### src/rtl/pe_pkg.sv
// Shared constants, FSM state type and count clamp for the PE result reader.
// Address width is 8 bits; the clamp keeps a set within the memory depth.
package pe_pkg;

  localparam int MAX_MEM_SIZE = 128;
  localparam int DATA_W       = 32;
  localparam int ADR_W        = 8;

  typedef enum logic [1:0] {
    IDLE,
    READ,
    DRAIN,
    FINISH
  } state_e;

  function automatic logic [ADR_W-1:0] clamp_count(
    input logic [ADR_W-1:0] rc,
    input logic [ADR_W:0]   lim
  );
    return ({1'b0, rc} > lim) ? lim[ADR_W-1:0] : rc;
  endfunction

endpackage

### src/rtl/pe_rd_fifo.sv
// Two-entry FIFO between the result-memory read port and the output stream.
// A push while full is accepted only alongside a pop.
module pe_rd_fifo #(
  parameter int W = 32
) (
  input  logic         clk,
  input  logic         rst,
  input  logic         push,
  input  logic         pop,
  input  logic [W-1:0] din,
  output logic [W-1:0] dout,
  output logic         full,
  output logic         empty
);

  logic [W-1:0] r_mem [2];
  logic         r_wp;
  logic         r_rp;
  logic [1:0]   r_cnt;
  logic         w_push;
  logic         w_pop;

  assign full   = (r_cnt == 2'd2);
  assign empty  = (r_cnt == 2'd0);
  assign w_pop  = pop && !empty;
  assign w_push = push && (!full || w_pop);
  assign dout   = r_mem[r_rp];

  always_ff @(posedge clk or posedge rst) begin
    if (rst) begin
      r_mem[0] <= '0;
      r_mem[1] <= '0;
      r_wp     <= 1'b0;
      r_rp     <= 1'b0;
      r_cnt    <= 2'd0;
    end else begin
      if (w_push) begin
        r_mem[r_wp] <= din;
        r_wp        <= ~r_wp;
      end
      if (w_pop) begin
        r_rp <= ~r_rp;
      end
      case ({w_push, w_pop})
        2'b10:   r_cnt <= r_cnt + 2'd1;
        2'b01:   r_cnt <= r_cnt - 2'd1;
        default: r_cnt <= r_cnt;
      endcase
    end
  end

endmodule

### src/rtl/pe_result_reader.sv
// Streams a finished PE result set out of the result memory.
// Reads are throttled so buffered plus in-flight words never exceed two.
module pe_result_reader #(
  parameter int MAX_MEM_SIZE = pe_pkg::MAX_MEM_SIZE,
  parameter int DATA_W       = pe_pkg::DATA_W
) (
  input  logic                     clk,
  input  logic                     rst,
  input  logic                     start,
  input  logic [7:0]               res_count,
  input  logic [31:0]              pe_num,
  output logic                     rd_en,
  output logic [pe_pkg::ADR_W-1:0] rd_adr,
  input  logic [DATA_W-1:0]        rd_data,
  output logic                     out_valid,
  input  logic                     out_ready,
  output logic [DATA_W-1:0]        out_data,
  output logic                     out_last,
  output logic [31:0]              out_tag,
  output logic                     busy,
  output logic                     done
);

  import pe_pkg::*;

  localparam logic [ADR_W:0] LIM = (ADR_W+1)'(MAX_MEM_SIZE);

  state_e           r_state;
  state_e           w_next;
  logic [ADR_W-1:0] r_count;
  logic [ADR_W-1:0] r_adr;
  logic [ADR_W-1:0] r_out_idx;
  logic [31:0]      r_tag;
  logic             r_inflight;
  logic [ADR_W-1:0] w_clamped;
  logic [ADR_W-1:0] w_cnt_m1;
  logic             w_start_ok;
  logic             w_pop;
  logic             w_full;
  logic             w_empty;
  logic             w_last_rd;
  logic             w_fin_hs;
  logic [1:0]       w_occ;
  logic [1:0]       w_pend;

  assign w_clamped  = clamp_count(res_count, LIM);
  assign w_cnt_m1   = r_count - ADR_W'(1);
  assign w_start_ok = (r_state == IDLE) && start;

  assign out_valid = !w_empty;
  assign w_pop     = out_valid && out_ready;

  // Count this cycle's pop so a full-rate stream keeps issuing reads.
  assign w_occ  = w_full ? 2'd2 : {1'b0, !w_empty};
  assign w_pend = w_occ - {1'b0, w_pop} + {1'b0, r_inflight};
  assign rd_en  = (r_state == READ) && (w_pend < 2'd2);

  assign w_last_rd = rd_en && (r_adr == w_cnt_m1);
  assign out_last  = out_valid && (r_out_idx == w_cnt_m1);
  assign w_fin_hs  = w_pop && out_last;

  assign rd_adr  = r_adr;
  assign out_tag = r_tag;
  assign busy    = (r_state != IDLE);
  assign done    = (r_state == FINISH);

  always_comb begin
    w_next = r_state;
    unique case (r_state)
      IDLE: begin
        if (start) begin
          w_next = (w_clamped == '0) ? FINISH : READ;
        end
      end
      READ: begin
        if (w_last_rd) begin
          w_next = DRAIN;
        end
      end
      DRAIN: begin
        if (w_fin_hs) begin
          w_next = FINISH;
        end
      end
      FINISH:  w_next = IDLE;
      default: w_next = IDLE;
    endcase
  end

  always_ff @(posedge clk or posedge rst) begin
    if (rst) begin
      r_state <= IDLE;
    end else begin
      r_state <= w_next;
    end
  end

  always_ff @(posedge clk or posedge rst) begin
    if (rst) begin
      r_count    <= '0;
      r_adr      <= '0;
      r_out_idx  <= '0;
      r_tag      <= '0;
      r_inflight <= 1'b0;
    end else begin
      r_inflight <= rd_en;
      if (w_start_ok) begin
        r_count   <= w_clamped;
        r_tag     <= pe_num;
        r_adr     <= '0;
        r_out_idx <= '0;
      end else begin
        if (rd_en) begin
          r_adr <= r_adr + ADR_W'(1);
        end
        if (w_pop) begin
          r_out_idx <= r_out_idx + ADR_W'(1);
        end
      end
    end
  end

  pe_rd_fifo #(
    .W (DATA_W)
  ) u_fifo (
    .clk   (clk),
    .rst   (rst),
    .push  (r_inflight),
    .pop   (w_pop),
    .din   (rd_data),
    .dout  (out_data),
    .full  (w_full),
    .empty (w_empty)
  );

endmodule

### config.mk
export PLATFORM = sky130hd
export DESIGN_NAME = pe_result_reader
export DESIGN_NICKNAME = d
export VERILOG_FILES = /design/src/rtl/pe_pkg.sv /design/src/rtl/pe_rd_fifo.sv /design/src/rtl/pe_result_reader.sv
export SDC_FILE = /design/constraint.sdc
export NUM_CORES = 1
export LEC_CHECK = 0
export ABC_CLOCK_PERIOD_IN_PS = 5000
export CAP_MARGIN = 20
export CORE_ASPECT_RATIO = 0.75
export CORE_MARGIN = 1
export CORE_UTILIZATION = 50
export DETAILED_ROUTE_END_ITERATION = 10
export DONT_BUFFER_PORTS = 1
export HOLD_SLACK_MARGIN = 0.06
export RECOVER_POWER = 100
export SYNTH_ARGS = -nofsm -noshare
export SYNTH_HDL_FRONTEND = slang
export SYNTH_SLANG_ARGS = --single-unit
### constraint.sdc
create_clock -name clk -period 5 [get_ports clk]
set_input_delay 0.5 -clock clk [delete_from_list [all_inputs] [get_ports clk]]
set_output_delay 0.5 -clock clk [all_outputs]
set_load 0.02 [all_outputs]
[After elaboration in Yosys (flattened, before gate mapping)]
Cells that the tools add are included.
Storage, ports and cells
  bits of input ports: 76
  register bits: 127
  logic and storage cells: 76
  output and inout port bits: 77
  memories kept: 0
  RAM bits: 0
  memory bits (read-only): 0
  latch bits: 0
Operators by class
  bitwise logic cells: 4
  add/subtract/negate cells: 7
  multiplexer cells: 18
  reduce and logical (&&, ||, !) cells: 20
  $lt $le $gt $ge: 5
  $mul: 0
  div/mod/pow operators: 0
  shift-type cells: 0
  equal/unequal tests: 11
Operator list (count)
  $mux 32: 4
  $bwmux 64: 1
  $mux 8: 5
  $demux 32 s1: 1
  $add 8x1->8 const B: 2
  $eq 8x8->1: 2
  $mux 2: 5
  $logic_and 1x1->1: 9
  $eq 2x2->1 const B: 4
  $gt 8x8->1 const B: 1
  $logic_not 8->1: 1
  $pmux 2 s4: 1
  $reduce_bool 2->1: 4
  $sub 8x1->8 const B: 1
  $ne 2x2->1 const B: 3
  $eq 2x1->1 const B: 2
  $ge 2x2->1 const B: 2
  $logic_not 2->1: 2
  $not 1->2: 2
  $pmux 2 s2: 1
  $reduce_and 3->1: 1
  $add 2x1->2: 1
  $add 2x1->2 const B: 1
  $logic_not 1->1: 2
  6 further kinds: 7

[Depth between registers and ports, before layout]
Gate-level depths: netlist (run 1).
  depth in word-level cells: 10
  mapped depth: 11

[Cells and area by module]
A second synthesis (run 1) with hierarchy kept.
Unflattened totals
  cell total of the unflattened synthesis: 526
  area total of the unflattened synthesis: 6065.8 sq um
By module, submodules not included
  pe_result_reader: times used 1, cells an instance 336, area an instance 3062.9 sq um
  pe_rd_fifo: times used 1, cells an instance 190, area an instance 3002.9 sq um

[Least setup slack after synthesis (run 1)]
Ideal clock, no wire load.
  path kind: register to register
  from: register u_fifo.r_cnt[0]
  to: register r_adr[7], in the netlist rd_adr[7]
  cell stages (with the launch flop): 12
  setup slack: 2.268 ns
  period minus slack after synthesis: 2.732 ns
  arrival time: 2.600 ns
  path buffers: 1
  cell sequence: dfrtp_1 -> or2_2 -> nand2_1 -> inv_1 -> ha_1 -> nand2b_1 -> xnor3_1 -> and2_1 -> clkbuf_1 -> nand4_1 -> xnor2_1 -> nor2_1
On the way
  word-level cells in the longest chain between the ends: 8
  elaborated cells between the ends (all ways): 10
Ends and longest elaborated chain
  start, declared: RTL line pe_rd_fifo.sv:19  | logic [1:0] r_cnt;
  start signal, assigned: RTL line pe_rd_fifo.sv:45  | 2'b10: r_cnt <= r_cnt + 2'd1;
  start signal, assigned: RTL line pe_rd_fifo.sv:46  | 2'b01: r_cnt <= r_cnt - 2'd1;
  start signal, assigned: RTL line pe_rd_fifo.sv:47  | default: r_cnt <= r_cnt;
  $logic_not 2->1 *: RTL line pe_rd_fifo.sv:24  | assign empty = (r_cnt == 2'd0);
  $logic_not 1->1 *: RTL line pe_result_reader.sv:50  | assign out_valid = !w_empty;
  net out_valid: RTL line pe_result_reader.sv:15  | output logic out_valid,
  $mux 2 / $logic_and 1x1->1 (equally long branches): RTL line pe_result_reader.sv:54, pe_result_reader.sv:51
  $sub 2x1->2 *: RTL line pe_result_reader.sv:55  | assign w_pend = w_occ - {1'b0, w_pop} + {1'b0, r_inflight};
  $add 2x1->2 *: RTL line pe_result_reader.sv:55
  $lt 2x2->1 *: RTL line pe_result_reader.sv:56  | assign rd_en = (r_state == READ) && (w_pend < 2'd2);
  $logic_and 1x1->1 *: RTL line pe_result_reader.sv:56
  net rd_en: RTL line pe_result_reader.sv:12  | output logic rd_en,
  $reduce_bool 2->1 (no line) *
  end signal, assigned: RTL line pe_result_reader.sv:114  | r_adr <= r_adr + ADR_W'(1);
  end, declared: RTL line pe_result_reader.sv:31  | logic [ADR_W-1:0] r_adr;
The timed path passes the listed nets; every way through them passes the cells marked *.
A chain may end at the register's enable or synchronous reset.

[Worst setup path after layout (run 1)]
  from: register u_fifo.r_cnt[0]
  to: output rd_en
On the way
  word-level cells in the longest chain between the ends: 7
  elaborated cells between the ends (all ways): 9
Ends and longest elaborated chain (RTL line)
  $logic_not 2->1 *: pe_rd_fifo.sv:24
  $logic_not 1->1 *: pe_result_reader.sv:50
  net out_valid: pe_result_reader.sv:15
  $mux 2 / $logic_and 1x1->1 (equally long branches): pe_result_reader.sv:54, pe_result_reader.sv:51
  $sub 2x1->2 *: pe_result_reader.sv:55
  $add 2x1->2 *: pe_result_reader.sv:55
  $lt 2x2->1 *: pe_result_reader.sv:56
  $logic_and 1x1->1 *: pe_result_reader.sv:56
  end, declared: pe_result_reader.sv:12
Marks and branches as above.

==> key figures, run 1 <==
Timing
  – RSZ-0062 raised after global routing: no
  – Final TNS setup: 0 ps
  – Setup ws final: 1420 ps
  – Max-slew violations: 290
  – Tmin final: 3580 ps
  – Fin crit share: 0.717
  – Max_slew headroom: -0.925
  – Hold Fails Final Rpt: 0
  – Fmax: 279 MHz
  – Final setup vio count: 0
  – Skew final: 7.82 ps
  – Slew of the pin with the lowest slew margin: 2880 ps

Floorplanning
  – Initial Util: 0.514
  – # rows: 34
  – Full die area: 12400 sq um
  – Die Span X: between 100 and 150 microns
  – Die height: 96.6 microns
  – Core area: around 12000 sq um
  – I/O pin count: 153

Yosys
  – Largest family of logic cells by synthesized area: multiplexers
  – Post-synth EDFFs: 0
  – Post-synthesis cell count: about 520
  – Mux contribution to synthesized area: 0.186
  – Syn Nets: 610
  – Synthesized cell area: 5960 sq um
  – Synth cell types: 48
  – Synth Flop Type: dfrtp_1
  – Synth top area share: 0.533
  – Synth Area in Simple Gates: 0.141
  – Synth Area in Adders: 0.0227
  – Synth area leaders: dfrtp_1 (53%), mux2_2 (18%), nand2_1 (7.1%)
  – Synth area leader: dfrtp_1
  – XOR/XNOR Fraction of Synth Area: 0.0575
  – Sequential element share of the synthesized area: 0.533
  – Ys Warns: 0
  – Syn_area_per_cell: 11.4 sq um
  – Flops & latches, synth: about 130
  – Post-synthesis compound-gate area fraction: 0.0308
  – Async S/R FF share, synth: 1.00

GRT
  – Met3 GRT Util: 0.0865
  – First-pass GRT wire length: 19500 microns
  – GRT Overall Usage: 0.208
  – Busiest grt layer: met2
  – Met2 Use GR: 0.313
  – Total grt overflow: 0
  – Met1 global-route usage: 0.271
  – Initial antenna violation count: 0
  – Vias in the first global route: 3865
  – Largest net degree at the start of global routing: 67

Cells and area
  – ANT cells: 0
  – Nets: 607
  – Fin cells: 696
  – Layout Area Growth over Synthesis: 11.7%
  – FILL cells: 1015
  – Util after Layout: 0.573
  – Layout cell share with drive strength beyond 1: 0.202

Clocking
  – Clk Latency, worst-skew pair: 400 ps
  – Post-CTS setup buffer count: 0
  – Clock transition at the registers of the reported paths: 60 ps
  – Clk sinks: about 130
  – CTS tree: built
  – CTS H-tree lvls: 4
  – Root buf cell: clkbuf_16
  – CTS Hold Bufs: 0
  – CTS Buffer Depth: 2
  – TritonCTS Buffers: 17
  – Post_cts resized: 0

Power
  – P per Cell Area: 331 nW/um^2
  – Switch share: 0.221
  – Clock power share: 0.524
  – Total power: 2.21 mW
  – Lkg Pwr: approximately 3.4 nW
  – Logic pwr share: 0.010
  – Flop pwr share: 0.466
  – Max VDD drop: 0.000212 V
  – Internal power: around 1.7 mW
  – P_sw: between 0.4 and 0.5 mW

Route
  – DR pass1 iterations: 4
  – Final WL: 12300 microns
  – Post-route ant nets: 0
  – Routed vias/inst: ~5.5
  – Via count: 3813
  – DR WL/cell: 17.7 microns
  – Post-route DRC: 0
  – Iteration-0 DRC Markers: 149

Worst setup path
  – Setup crit end: rd_en
  – Critical Path Source Type: flop
  – Reg2Reg Capture Point: u_fifo.r_mem[33]
  – Crit-path slowest cell: and2_0
  – Worst Path Required: between 4000 and 5000 ps
  – Crit-path cells: or2_0 -> nand2_1 -> inv_1 -> ha_1 -> nand2b_1 -> xnor3_1 -> and2_0
  – FF-to-FF Start: u_fifo.r_cnt[0]
  – Worst Setup SP: u_fifo.r_cnt[0]
  – Worst reg-to-reg path cell count: 4
  – Crit-path max FO: 10
  – Max stage delay on crit path: 670 ps
  – Arrival time at the worst endpoint: between 3000 and 4000 ps
  – Crit Path Class: flop to primary output
  – R2R setup slack: between 1000 and 1500 ps
  – Crit path capture type: primary output

Placed design
  – Place WS: 2000 ps
  – Routability cong.: 0.826
  – Placed insts: 663
  – DP HPWL: around 8500 microns
  – IO Port Bufs: 0

Run
  – Max_cap viols: 6

Run status
  – Failing checks: capacitance limit, slew limit
  – Outcome: finished, violations left

Worst hold path
  – HP Class: input pin to flop
  – Hold Crit Depth: 2
-- layout make-up --
class	count	area [sq um]	area share
Clock buffer	17	425	0.0639
Clock inverter	15	136	0.0205
Inverter	17	65.1	0.00977
Multi-Input combinational cell	354	2610	0.392
Sequential cell	127	3180	0.477
Tap cell	162	203	0.0304
Timing Repair Buffer	4	40.0	0.00601
-- critical path: cells and delay by family (launching register included) --
kind                     cells  cell delay [ps]
XOR/XNOR                     1              220
flip-flops                   1              410
AND/OR/NAND/NOR              4             1480
buffers and inverters        1              290
adder cells (fa/ha/maj)      1              280
-- cells in the mapped netlist, types with 7 or more instances --
library cell	n
dfrtp_1	127
nand2_1	113
mux2_2	96
nor2_1	20
clkbuf_1	19
inv_1	17
xnor2_1	17
xor2_1	14
ha_1	10
o21ai_0	10
nand3_1	8
buf_2	7
nand3b_1	7
-- sequential cells by signal, indices dropped and copies added, names as in the netlist --
| register | cells |
|---|---|
| u_fifo.r_mem | 64 |
| out_tag | 32 |
| r_count | 8 |
| r_out_idx | 8 |
| rd_adr | 8 |
| r_state | 2 |
| u_fifo.r_cnt | 2 |
| r_inflight | 1 |
| u_fifo.r_rp | 1 |
| u_fifo.r_wp | 1 |
-- cells in the final DEF, fill, tap and decap left out, drive strengths merged, types with 2 or more instances in the layout --
cell type,count
dfrtp,127
nand2,113
mux2,96
nor2,20
clkbuf,20
inv,20
xnor2,17
xor2,14
o21ai,10
ha,10
nand3,8
nand3b,7
nand4,6
nand2b,6
clkinv,6
clkinvlp,5
or3,4
nor3,4
nor4,4
a21oi,3
mux2i,3
and3,3
xnor3,3
and2,2
a211oi,2
or2,2
-- worst min path at each step --
stage / end / slack (ps) / startpoint
floorplan: u_fifo.r_cnt[1] / 460 / u_fifo.r_cnt[1]
global placement: u_fifo.r_cnt[1] / 470 / u_fifo.r_cnt[1]
detailed placement: u_fifo.r_rp / 460 / u_fifo.r_rp
CTS: u_fifo.r_mem[53] / 150 / rst
global route: out_tag[14] / 180 / pe_num[14]
finish: out_tag[24] / 200 / pe_num[24]
-- through the flow --
step | hold slack [ps] | instance area, sq um
final | 201 | 6660
after global routing | 185 | 6660
after CTS | 148 | 6660
after detailed placement | 465 | 6090
after global placement | 470 | 6090
after floorplan | 457 | 5960
-- power by group through the flow --
stage | Combinational, mW | Sequential (mW) | Clock (mW)
final | 0.0215 | 1.03 | 1.16
after global routing | 0.0264 | 1.03 | 1.23
after floorplan | 0.0168 | 1.05 | 0
after CTS | 0.0239 | 1.03 | 1.18
after detailed placement | 0.0239 | 1.05 | 0
after global placement | 0.0229 | 1.05 | 0
-- layer usage --
metal | up-vias | routed length, microns
met3 | 15 | 1030
li1 | 1776 | -
met2 | 120 | 5460
met4 | 0 | 160
met5 | - | 0
met1 | 1902 | 5700
-- cell families after synthesis --
| group | Yosys count |
|---|---|
| compound gates | 26 |
| fa+ha+maj | 11 |
| simple gates | 184 |
| buf+inv | 43 |
| xor+xnor | 34 |
| flops | 127 |
| mux | 99 |
(Power assumes the default switching activity.)
==> inputs of run 2 (changes only) <==
- ABC_CLOCK_PERIOD_IN_PS: 5000 -> 3600
- clock period: 5 -> 3.6 ns (I/O delays scaled with it)
==> run 2 against run 1 <==
Net effect:
- the flow still finishes with violations (capacitance limit, slew limit)
- clock-buffer cell count is 2 higher
- core utilization is 3.4 points higher
- sequential share of layout area shrank 2.7 points
- worst hold slack got worse by 120 ps
- critical endpoint unchanged
==> key figures, run 2 (same netlist as run 1, synthesis figures left out) <==
Cells and area
  – Max reg flops: 64
  – Most common cell after layout, fill and taps aside: dfrtp_1
  – ANT cells: 0
  – Nets: 638
  – Multi-input gate area: roughly 2600 sq um
  – Register area: between 3000 and 4000 sq um
  – Layout cell share with drive strength beyond 1: 0.193
  – FILL cells: 954
  – Layout Area Growth over Synthesis: 18.3%
  – Most flop-heavy register: u_fifo.r_mem
  – Highest-count cells in the layout ignoring fill and taps: dfrtp_1 (127), nand2_1 (113), mux2_2 (64)

Power
  – Lkg Pwr: 3.60 nW
  – Logic pwr share: 0.017
  – P_sw: 0.673 mW
  – P per Cell Area: roughly 470 nW/um^2
  – Clock power share: 0.553
  – Max VDD drop: 0.000381 V
  – Flop pwr share: 0.430
  – Internal power: around 2.7 mW
  – Total power: 3.32 mW
  – Switch share: 0.202

Clocking
  – CTS H-tree lvls: 4
  – CTS Buffer Depth: 2
  – Root buf cell: clkbuf_16
  – CTS tree: built
  – Clk sinks: 127
  – Clock transition at the registers of the reported paths: 50 ps
  – Clk Latency, worst-skew pair: 410 ps
  – TritonCTS Buffers: 17

GRT
  – Largest net degree at the start of global routing: 113
  – First-pass GRT wire length: 20100 microns
  – Total grt overflow: 0
  – Vias in the first global route: approximately 4000
  – GRT Overall Usage: 0.215
  – Initial antenna violation count: 0

Timing
  – Hold Fails Final Rpt: 0
  – Max-slew violations: 113
  – Fmax: 314 MHz
  – Tmin final: 3180 ps
  – Final TNS setup: 0 ps
  – Slew of the pin with the lowest slew margin: 1740 ps
  – RSZ-0062 raised after global routing: no
  – Skew final: just over 6 ps
  – Final setup vio count: 0
  – Max_slew headroom: -0.163
  – Fin crit share: 0.884

Worst setup path
  – Arrival time at the worst endpoint: 2820 ps
  – Worst Path Required: 3240 ps
  – Critical path buffers and inverters: 1
  – Worst reg-to-reg path cell count: 11
  – R2R setup slack: 450 ps
  – CP top delay family: simple AND/OR/NAND/NOR gates
  – FF-to-FF Start: u_fifo.r_cnt[0]
  – Reg2Reg Capture Point: r_state[1]
  – Crit Path Class: flop to primary output
  – Crit-path max FO: 10
  – Crit-path cells: or2_0 -> nand2_1 -> inv_1 -> ha_1 -> nand2b_1 -> xnor3_1 -> and2_1
  – Crit path capture type: primary output
  – Critical Path Source Type: flop
  – Max stage delay on crit path: about 480 ps
  – Crit-path slowest cell: and2_1

Worst hold path
  – Hold Crit Depth: 2
  – HP Start: pe_num[0]
  – WHS Endpoint: out_tag[0]
  – HP Class: input pin to flop

Route
  – Post-route DRC: 0
  – Via count: 3942
  – DR pass1 iterations: 5
  – Final WL: ~13000 microns
  – DR WL/cell: 17.4 microns
  – Iteration-0 DRC Markers: 184
  – Post-route ant nets: 0
  – Routed vias/inst: roughly 5.4

Floorplanning
  – # rows: 34
  – Full die area: 12400 sq um
  – Initial Util: 0.514
  – Die Span X: about 130 microns
  – I/O pin count: 153
  – Die height: 96.6 microns
  – Core area: 11600 sq um

Run status
  – Outcome: finished, violations left
  – Failing checks: capacitance limit, slew limit

Run
  – Max_cap viols: 3

Placed design
  – DP HPWL: between 8000 and 9000 microns
  – Routability cong.: 0.818
  – IO Port Bufs: 0
run 2: changes by cell type in the layout (fill, tap and decap cells not counted), sizes merged, moves of 2 or more:
cell,delta
clkbuf,+2
clkinv,-3
bufinv,+3
dlygate4sd3,+30
run 2: how the worst max path moves through the flow:
stage | startpoint | end | cells past startpoint
after CTS | u_fifo.r_cnt[0] | rd_en | 7
after global placement | u_fifo.r_cnt[0] | r_state[0] | 10
after global routing | u_fifo.r_cnt[0] | r_state[1] | 11
after detailed placement | u_fifo.r_cnt[0] | r_state[0] | 10
after floorplan | u_fifo.r_cnt[0] | rd_adr[7] | 11
final | u_fifo.r_cnt[0] | rd_en | 7
run 2: area by class of cell:
cell class                      instances  share of cell area
Clock buffer                           19              0.0642
Timing Repair Buffer                   35              0.0505
Inverter                               17             0.00922
Sequential cell                       127               0.451
Clock inverter                         13              0.0261
Multi-Input combinational cell        354               0.371
Tap cell                              162              0.0287
run 2: through the flow:
| step | worst slack (ps) | instance area, sq um | util | hold slack [ps] | instances |
|---|---|---|---|---|---|
| after global routing | 177 | 7050 | 0.607 | 67.4 | 727 |
| after floorplan | 868 | 5970 | - | 457 | 524 |
| final | 416 | 7050 | 0.607 | 80.5 | 727 |
| after global placement | 665 | 6110 | 0.526 | 234 | 663 |
| after detailed placement | 586 | 6110 | 0.526 | 240 | 663 |
| after CTS | 480 | 7050 | 0.607 | 60.7 | 725 |
run 2: power by group through the flow:
stage               Clock (mW)  Combinational [mW]  Sequential (mW)
finish                    1.84              0.0560             1.43
global route              1.95              0.0637             1.43
CTS                       1.88              0.0604             1.43
detailed placement           0              0.0341             1.45
global placement             0              0.0337             1.45
floorplan                    0              0.0236             1.45
run 2: per-layer routing:
layer | share of wire | global-route usage | vias up | wire length, microns
li1 | - | - | 1821 | -
met1 | 0.44 | 0.266 | 1979 | 5540
met2 | 0.48 | 0.346 | 125 | 6050
met3 | 0.068 | 0.0749 | 17 | 859
met4 | 0.016 | 0.0931 | 0 | 208
met5 | 0 | 0 | - | 0
run 2: what timing repair did:
action | CTS | global route
endpoints found under the hold margin | 44 | 0
setup buffers | 0 | 0
hold buffers | 30 | 0
resized for setup | 0 | 0
setup endpoints to repair | 0 | 0
==> inputs of run 3 (changes only) <==
- CORE_MARGIN: 1 -> 10
- HOLD_SLACK_MARGIN: 0.06 -> not set
==> run 3 against run 2 <==
Net effect:
- the flow still finishes with violations (capacitance limit, slew limit)
- critical path depth stayed put
- worst hold slack worse by 20 ps
- final cell count is 3.7% lower
- core utilization is 2.1 points lower
- sequential share of layout area is 1.6 points higher
- first-iteration DRC count is 7.6% lower
- global-route usage is 4.9 points lower
- clock skew is 2.2 ps higher
- worst setup slack worse by 57 ps
- die area is 35% higher
- critical path type unchanged
- non-clock buffer count is 27 lower
- combinational power is 39% lower
==> key figures, run 3 (same netlist as run 1, synthesis figures left out) <==
Clocking
  – CTS tree: built
  – Clock transition at the registers of the reported paths: 60 ps
  – CTS H-tree lvls: 4
  – Clk sinks: 127
  – Post-CTS setup buffer count: 0
  – Root buf cell: clkbuf_16
  – CTS Buffer Depth: 2
  – Clk Latency, worst-skew pair: around 400 ps
  – TritonCTS Buffers: 17

Cells and area
  – Max reg flops: 64
  – Layout Area Growth over Synthesis: 14.2%
  – Nets: 611
  – Register area: 3180 sq um
  – Layout cell share with drive strength beyond 1: 0.204
  – Multi-input gate area: 2620 sq um
  – Most common cell after layout, fill and taps aside: dfrtp_1
  – Util after Layout: 0.587
  – ANT cells: 0
  – Design area: 6810 sq um
  – Highest-count cells in the layout ignoring fill and taps: dfrtp_1 (127), nand2_1 (113), mux2_2 (66)
  – Most flop-heavy register: u_fifo.r_mem
  – FILL cells: approximately 1000

Placed design
  – IO Port Bufs: 0
  – DP HPWL: 9960 microns
  – Cell area after placement: 6140 sq um
  – Routability cong.: roughly 0.8

Route
  – DR WL/cell: 19.5 microns
  – DR pass1 iterations: 4
  – Via count: 3812
  – Final WL: ~14000 microns
  – Post-route ant nets: 0
  – Routed vias/inst: approximately 5.4
  – Post-route DRC: 0
  – Iteration-0 DRC Markers: 170

Power
  – Internal power: 2.71 mW
  – P_sw: roughly 0.65 mW
  – P per Cell Area: approximately 500 nW/um^2
  – Flop pwr share: 0.425
  – Logic pwr share: 0.010
  – Lkg Pwr: 3.50 nW
  – Max VDD drop: 0.000322 V
  – Clock power share: 0.565
  – Switch share: 0.193

Worst setup path
  – Crit Path Class: flop to primary output
  – Crit path capture type: primary output
  – Critical Path Source Type: flop
  – Arrival time at the worst endpoint: roughly 2900 ps
  – Crit-path max FO: 10
  – Worst Path Required: 3240 ps

Timing
  – Final setup vio count: 0
  – Hold Fails Final Rpt: 0
  – Fmax: 309 MHz
  – Skew final: 8.38 ps
  – Final TNS setup: 0 ps
  – Slew of the pin with the lowest slew margin: 2040 ps
  – Max_slew headroom: -0.360
  – Max-slew violations: 153
  – Tmin final: between 3000 and 4000 ps
  – Fin crit share: 0.900
  – RSZ-0062 raised after global routing: no

GRT
  – Initial antenna violation count: 0
  – Total grt overflow: 0
  – Largest net degree at the start of global routing: between 60 and 70
  – Vias in the first global route: 4016
  – First-pass GRT wire length: 22200 microns
  – GRT Overall Usage: 0.167

Floorplanning
  – Die Span X: roughly 150 microns
  – I/O pin count: 153
  – Die height: between 100 and 150 microns
  – # rows: 34
  – Core area: 11600 sq um
  – Initial Util: 0.514
  – Full die area: approximately 17000 sq um

Run status
  – Outcome: finished, violations left
  – Failing checks: capacitance limit, slew limit

Run
  – Max_cap viols: 4

Worst hold path
  – HP Class: input pin to flop
run 3: cell type report:
class | count | area share
Clock inverter | 11 | 0.0296
Inverter | 17 | 0.00955
Sequential cell | 127 | 0.466
Timing Repair Buffer | 8 | 0.0132
Tap cell | 162 | 0.0298
Clock buffer | 21 | 0.0676
Multi-Input combinational cell | 354 | 0.384
run 3: critical path: stages, from the launching register on:
cell	delay [ps]
dfrtp_1	420
or2_0	420
nand2_1	240
inv_1	260
ha_1	270
nand2b_1	150
xnor3_1	220
and2_1	500
run 3: path summary, 6_finish.rpt:
check                                    to  cells after the start             from  slack, ps
hold / removal                  out_tag[24]                      2       pe_num[24]         60
max in group asynchronous  u_fifo.r_mem[47]                      4              rst        770
setup reg to reg                 r_state[1]                     11  u_fifo.r_cnt[0]        440
hold reg to reg                 u_fifo.r_rp                      1      u_fifo.r_rp        470
setup / recovery                      rd_en                      7  u_fifo.r_cnt[0]        360
min in group asynchronous         rd_adr[2]                      2              rst        480
run 3: stage by stage:
stage	instances	hold WS, ps	setup WS (ps)	power, mW
after floorplan	524	457	868	1.48
after global placement	664	467	668	1.49
after detailed placement	665	238	594	1.49
after CTS	698	42.1	456	3.41
after global routing	700	42.3	176	3.48
final	700	60.7	359	3.36
run 3: power groups by stage:
stage / clock network (mW) / registers (mW) / logic (mW)
6_report: 1.90 / 1.43 / 0.0344
3_5_place_dp: 0 / 1.45 / 0.0382
5_1_grt: 2.02 / 1.43 / 0.0410
2_1_floorplan: 0 / 1.45 / 0.0236
4_1_cts: 1.94 / 1.43 / 0.0393
3_3_place_gp: 0 / 1.45 / 0.0345
run 3: metal layers:
metal	up-vias	share of wire	track usage
met1	1899	0.43	0.205
met4	0	0.011	0.0552
li1	1778	-	-
met3	12	0.10	0.0861
met2	123	0.46	0.249
met5	-	0	0
run 3: timing repair:
item | 4_1_cts | 5_1_grt
hold endpoints to repair | 15 | 0
gates resized for setup | 0 | 0
hold buffers | 1 | 0
setup endpoints to repair | 0 | 0
==> RTL edit 1, RTL diff (settings of run 2) <==
The package constant `DATA_W` goes from 32 to 16.
--- a/src/rtl/pe_pkg.sv
+++ b/src/rtl/pe_pkg.sv
@@ -4,5 +4,5 @@
 
   localparam int MAX_MEM_SIZE = 128;
-  localparam int DATA_W       = 32;
+  localparam int DATA_W       = 16;
   localparam int ADR_W        = 8;
 
Ports: changed (resized out_data and rd_data); port bits go from 153 to 121. No check against the original RTL was run, so the function may have changed too.
==> RTL edit 1 against run 2 <==
- the run ends with DRC, capacitance limit, slew limit left
- sequential share of layout area grew 3.9 points
- area after synthesis shrank 25%
- design area shrank 31%
- routed wire length shrank 28%
- sequential cell count shrank 32
- power grew 49%
- clock skew shrank 0.00055 ns
- worst setup slack lost 0.031 ns
==> RTL edit 1: results (changes against run 2) <==
layout:
  nNetsFinal: 491  # -23%
  drive_gt1_frac: 0.136  # -0.0568
synthesis:
  ys_types: 36  # -25%
  ys_top_cells_by_count: "nand2_1, dfrtp_1, mux2_2, nor2_1, xnor2_1"
  synth_xor_area_frac: 0.0840  # +0.0266
  synthTopCellsByArea: "dfrtp_1, mux2_2, nand2_1"
sta:
  relSlewSlack: -0.879  # -0.717
  slew_violations: 151  # +34%
critical_path:
  rr_startpoint: "r_state[0]"
  ff2ff_path_depth: 7  # -4
  cp_slowest_stage_delay_ns: 0.43  # -0.05 ns
pwr:
  irDropWorstVdd_uv: 540  # +42%
  intPower_mw: 2.88  # +8.7%
  p_leak_nw: 2.30  # -36%
worst_hold_path:
  hp-start: "pe_num[1]"
detailed_routing:
  wl_met2_mm: 4.08  # -32%
  drc: 6  # +6
  via_per_inst: 5.36  # -1.1%
  drt-pass1-iter-count: 7  # +2
global_route:
  use_met2: 0.326  # -0.0200
  track_usage: 0.212  # -0.00300
  gr-usage-met3: 0.0901  # +0.0152
  grt.met1_usage: 0.280  # +0.0141
outcome:
  violations: "DRC, capacitance limit, slew limit"
  outcome: "finished, violations left"
clock_network:
  clk_latency_ns: 0.34  # -0.07 ns
  htreeDepth: 3  # -1
  cts_buffers: 9  # -8
run:
  cap_viol_max_count: 3  # unchanged
placement:
  hpwlAfterDp_mm: 6.33  # -24%
[RTL edit 1: cell types whose count changed in the layout (fill, tap and decap cells not counted), moves of 5 or more]
cell,run 2,this run
mux2_1,32,16
clkbuf_16,17,9
nand3_1,8,3
mux2_2,64,32
inv_1,16,9
dlygate4sd3_1,30,0
xor2_1,14,20
dfrtp_1,127,95
[RTL edit 1: final cells by class]
cell class	instances	area [µm²]
Timing Repair Buffer	6	31.3
Tap cell	108	135
Multi-Input combinational cell	300	1990
Clock buffer	11	253
Inverter	9	33.8
Clock inverter	5	31.3
Fill cell	768	3710
Sequential cell	95	2380
[RTL edit 1: power by group through the flow]
| stage | Clock (mW) | Combinational, mW | Sequential [mW] |
|---|---|---|---|
| 5_1_grt | 0.974 | 2.09 | 2.25 |
| 2_1_floorplan | 0 | 1.71 | 2.04 |
| 3_3_place_gp | 0 | 1.93 | 2.18 |
| 6_report | 0.899 | 1.88 | 2.18 |
| 3_5_place_dp | 0 | 1.97 | 2.19 |
| 4_1_cts | 0.929 | 1.97 | 2.19 |
[RTL edit 1: kinds of logic (layout without fill, tap and decap cells)]
| group | Yosys count | count (layout) |
|---|---|---|
| flops | 95 | 95 |
| simple gates | 178 | 178 |
| fa+ha+maj | 10 | 10 |
| compound gates | 18 | 18 |
| buf+inv | 24 | 31 |
| xor+xnor | 42 | 42 |
| mux | 52 | 52 |
[RTL edit 1: per-stage QoR]
step / hold slack (ns) / power [mW] / std cells / area [µm²]
5_1_grt: 0.101 / 5.32 / 534 / 4850
3_5_place_dp: 0.471 / 4.16 / 518 / 4600
6_report: 0.121 / 4.97 / 534 / 4850
3_3_place_gp: 0.467 / 4.11 / 518 / 4600
4_1_cts: 0.107 / 5.08 / 534 / 4880
2_1_floorplan: 0.456 / 3.75 / 419 / 4470
==> RTL edit 2, RTL diff (flow settings as in run 2) <==
Made on the original files. Encoding of `state_e`: now one-hot (4 bits for 4 states).
--- a/src/rtl/pe_pkg.sv
+++ b/src/rtl/pe_pkg.sv
@@ -7,9 +7,9 @@
   localparam int ADR_W        = 8;
 
-  typedef enum logic [1:0] {
-    IDLE,
-    READ,
-    DRAIN,
-    FINISH
+  typedef enum logic [3:0] {
+    IDLE   = 4'b0001,
+    READ   = 4'b0010,
+    DRAIN  = 4'b0100,
+    FINISH = 4'b1000
   } state_e;
 
Function: no difference found for any inputs over 10 cycles, from zero or initial values and one cycle with rst high; not proved beyond that.
==> RTL edit 2 against run 2 <==
- the flow still finishes with violations (capacitance limit, slew limit)
- design area fell by 2.7%
- worst hold slack got worse by 0.0047 ns
- worst setup slack got worse by 0.034 ns
- largest cell class unchanged
- area after synthesis fell by 0.99%
- via count fell by 3.8%
- die area fell by 0.97%
- routed wire length fell by 4.2%
- critical path type unchanged
- sequential cell count rose by 2
Power is not compared: it rests on default switching activity, and its combinational part moved more than twofold at a synthesized area within 25%.
==> RTL edit 2: results (changes against run 2) <==
outcome:
  outcome: "finished, violations left"
  violations: "capacitance limit, slew limit"
worst_hold_path:
  hp-start: "pe_num[23]"
  hold_end: "out_tag[23]"
detailed_routing:
  dr.first_iter.drc_count: 120  # -35%
  drt_wl_total_mm: 12.1  # -4.2%
  drt-pass1-iter-count: 4  # -1
  num_vias: 3792  # -3.8%
placement:
  place_congestion: 0.825  # +0.84%
  place_ws_ns: 0.789  # +0.203 ns
  placed_area_um2: 6060  # -0.76%
  place_inst: 650  # -2.0%
  hpwlAfterDp_mm: 8.20  # -1.5%
sta:
  slew_violations: 60  # -47%
  layout_setup_ws_ns: 0.382  # -0.0344 ns
  finalClockSkew_ns: 0.00815  # +0.00197 ns
  relSlewSlack: -0.0944  # +0.0682
critical_path:
  timing.rr.end: "rd_adr[7]"
  regToRegSetupSlack_ns: 0.64  # +0.19 ns
  crit_end: "out_last"
  worstPathMaxFanout: 5  # -5
  startpoint: "r_count[0]"
synthesis:
  synth_cells: 510  # -2.7%
  synth-compound-area-share: 0.0309  # +0.0000952
  ys_top_cells_by_count: "dfrtp_1, nand2_1, mux2_2, xnor2_1, nor2_1"
  synthTopCellsByArea: "dfrtp_1, mux2_2, nand2_1"
  synth_fa_ha_area_frac: 0.0106  # -0.0121
  muxShareOfSynthArea: 0.186  # about the same
  synth_fp_nets: 591  # -3.1%
  synth_xor_area_frac: 0.0572  # -0.000275
  ys_types: 46  # -4.2%
layout:
  stdcell_count: 707  # -2.8%
  nNetsFinal: 618  # -3.1%
  drive_gt1_frac: 0.205  # +0.0125
run:
  cap_viol_max_count: 3  # unchanged
global_route:
  track_usage: 0.210  # -0.00578
  grt_pass1_vias: 3925  # -2.9%
## RTL edit 2: stage by stage
step	utilization	hold WS, ns
floorplan	-	0.457
global placement	0.542	0.386
detailed placement	0.542	0.390
CTS	0.617	0.0605
global route	0.613	0.0673
finish	0.613	0.0758
## RTL edit 2: layer usage
| layer | vias up | wire, µm | global-route usage |
|---|---|---|---|
| met3 | 9 | 969 | 0.0773 |
| met4 | 0 | 83 | 0.0764 |
| met5 | - | 0 | 0 |
| li1 | 1778 | - | - |
| met1 | 1878 | 5200 | 0.259 |
| met2 | 127 | 5880 | 0.340 |
## RTL edit 2: worst max-delay path, cell delays in order (launching register included)
cell       delay (ns)
dfrtp_1          0.43
or4_4            0.59
nor4_1           0.24
xor2_1           0.17
a2111oi_1        0.61
and2_0           0.42
## RTL edit 2: cell type report
cell class	count	area (µm²)
Clock inverter	13	136
Multi-Input combinational cell	347	2520
Tap cell	157	196
Timing Repair Buffer	32	289
Clock buffer	19	453
Fill cell	903	4330
Inverter	10	38.8
Sequential cell	129	3230
## RTL edit 2: timing repair
| item | 4_1_cts | 5_1_grt |
|---|---|---|
| hold endpoints to repair | 57 | 0 |
| hold buffers | 25 | 0 |
| resized for setup | 0 | 0 |
| setup buffers | 0 | 0 |
## RTL edit 2: power groups by stage
stage,logic [mW],registers [mW],clock network [mW]
final,2.28,2.73,1.68
after CTS,2.39,2.74,1.72
after detailed placement,2.36,2.75,0
after global placement,2.30,2.72,0
after floorplan,2.07,2.59,0
after global routing,2.51,2.81,1.79
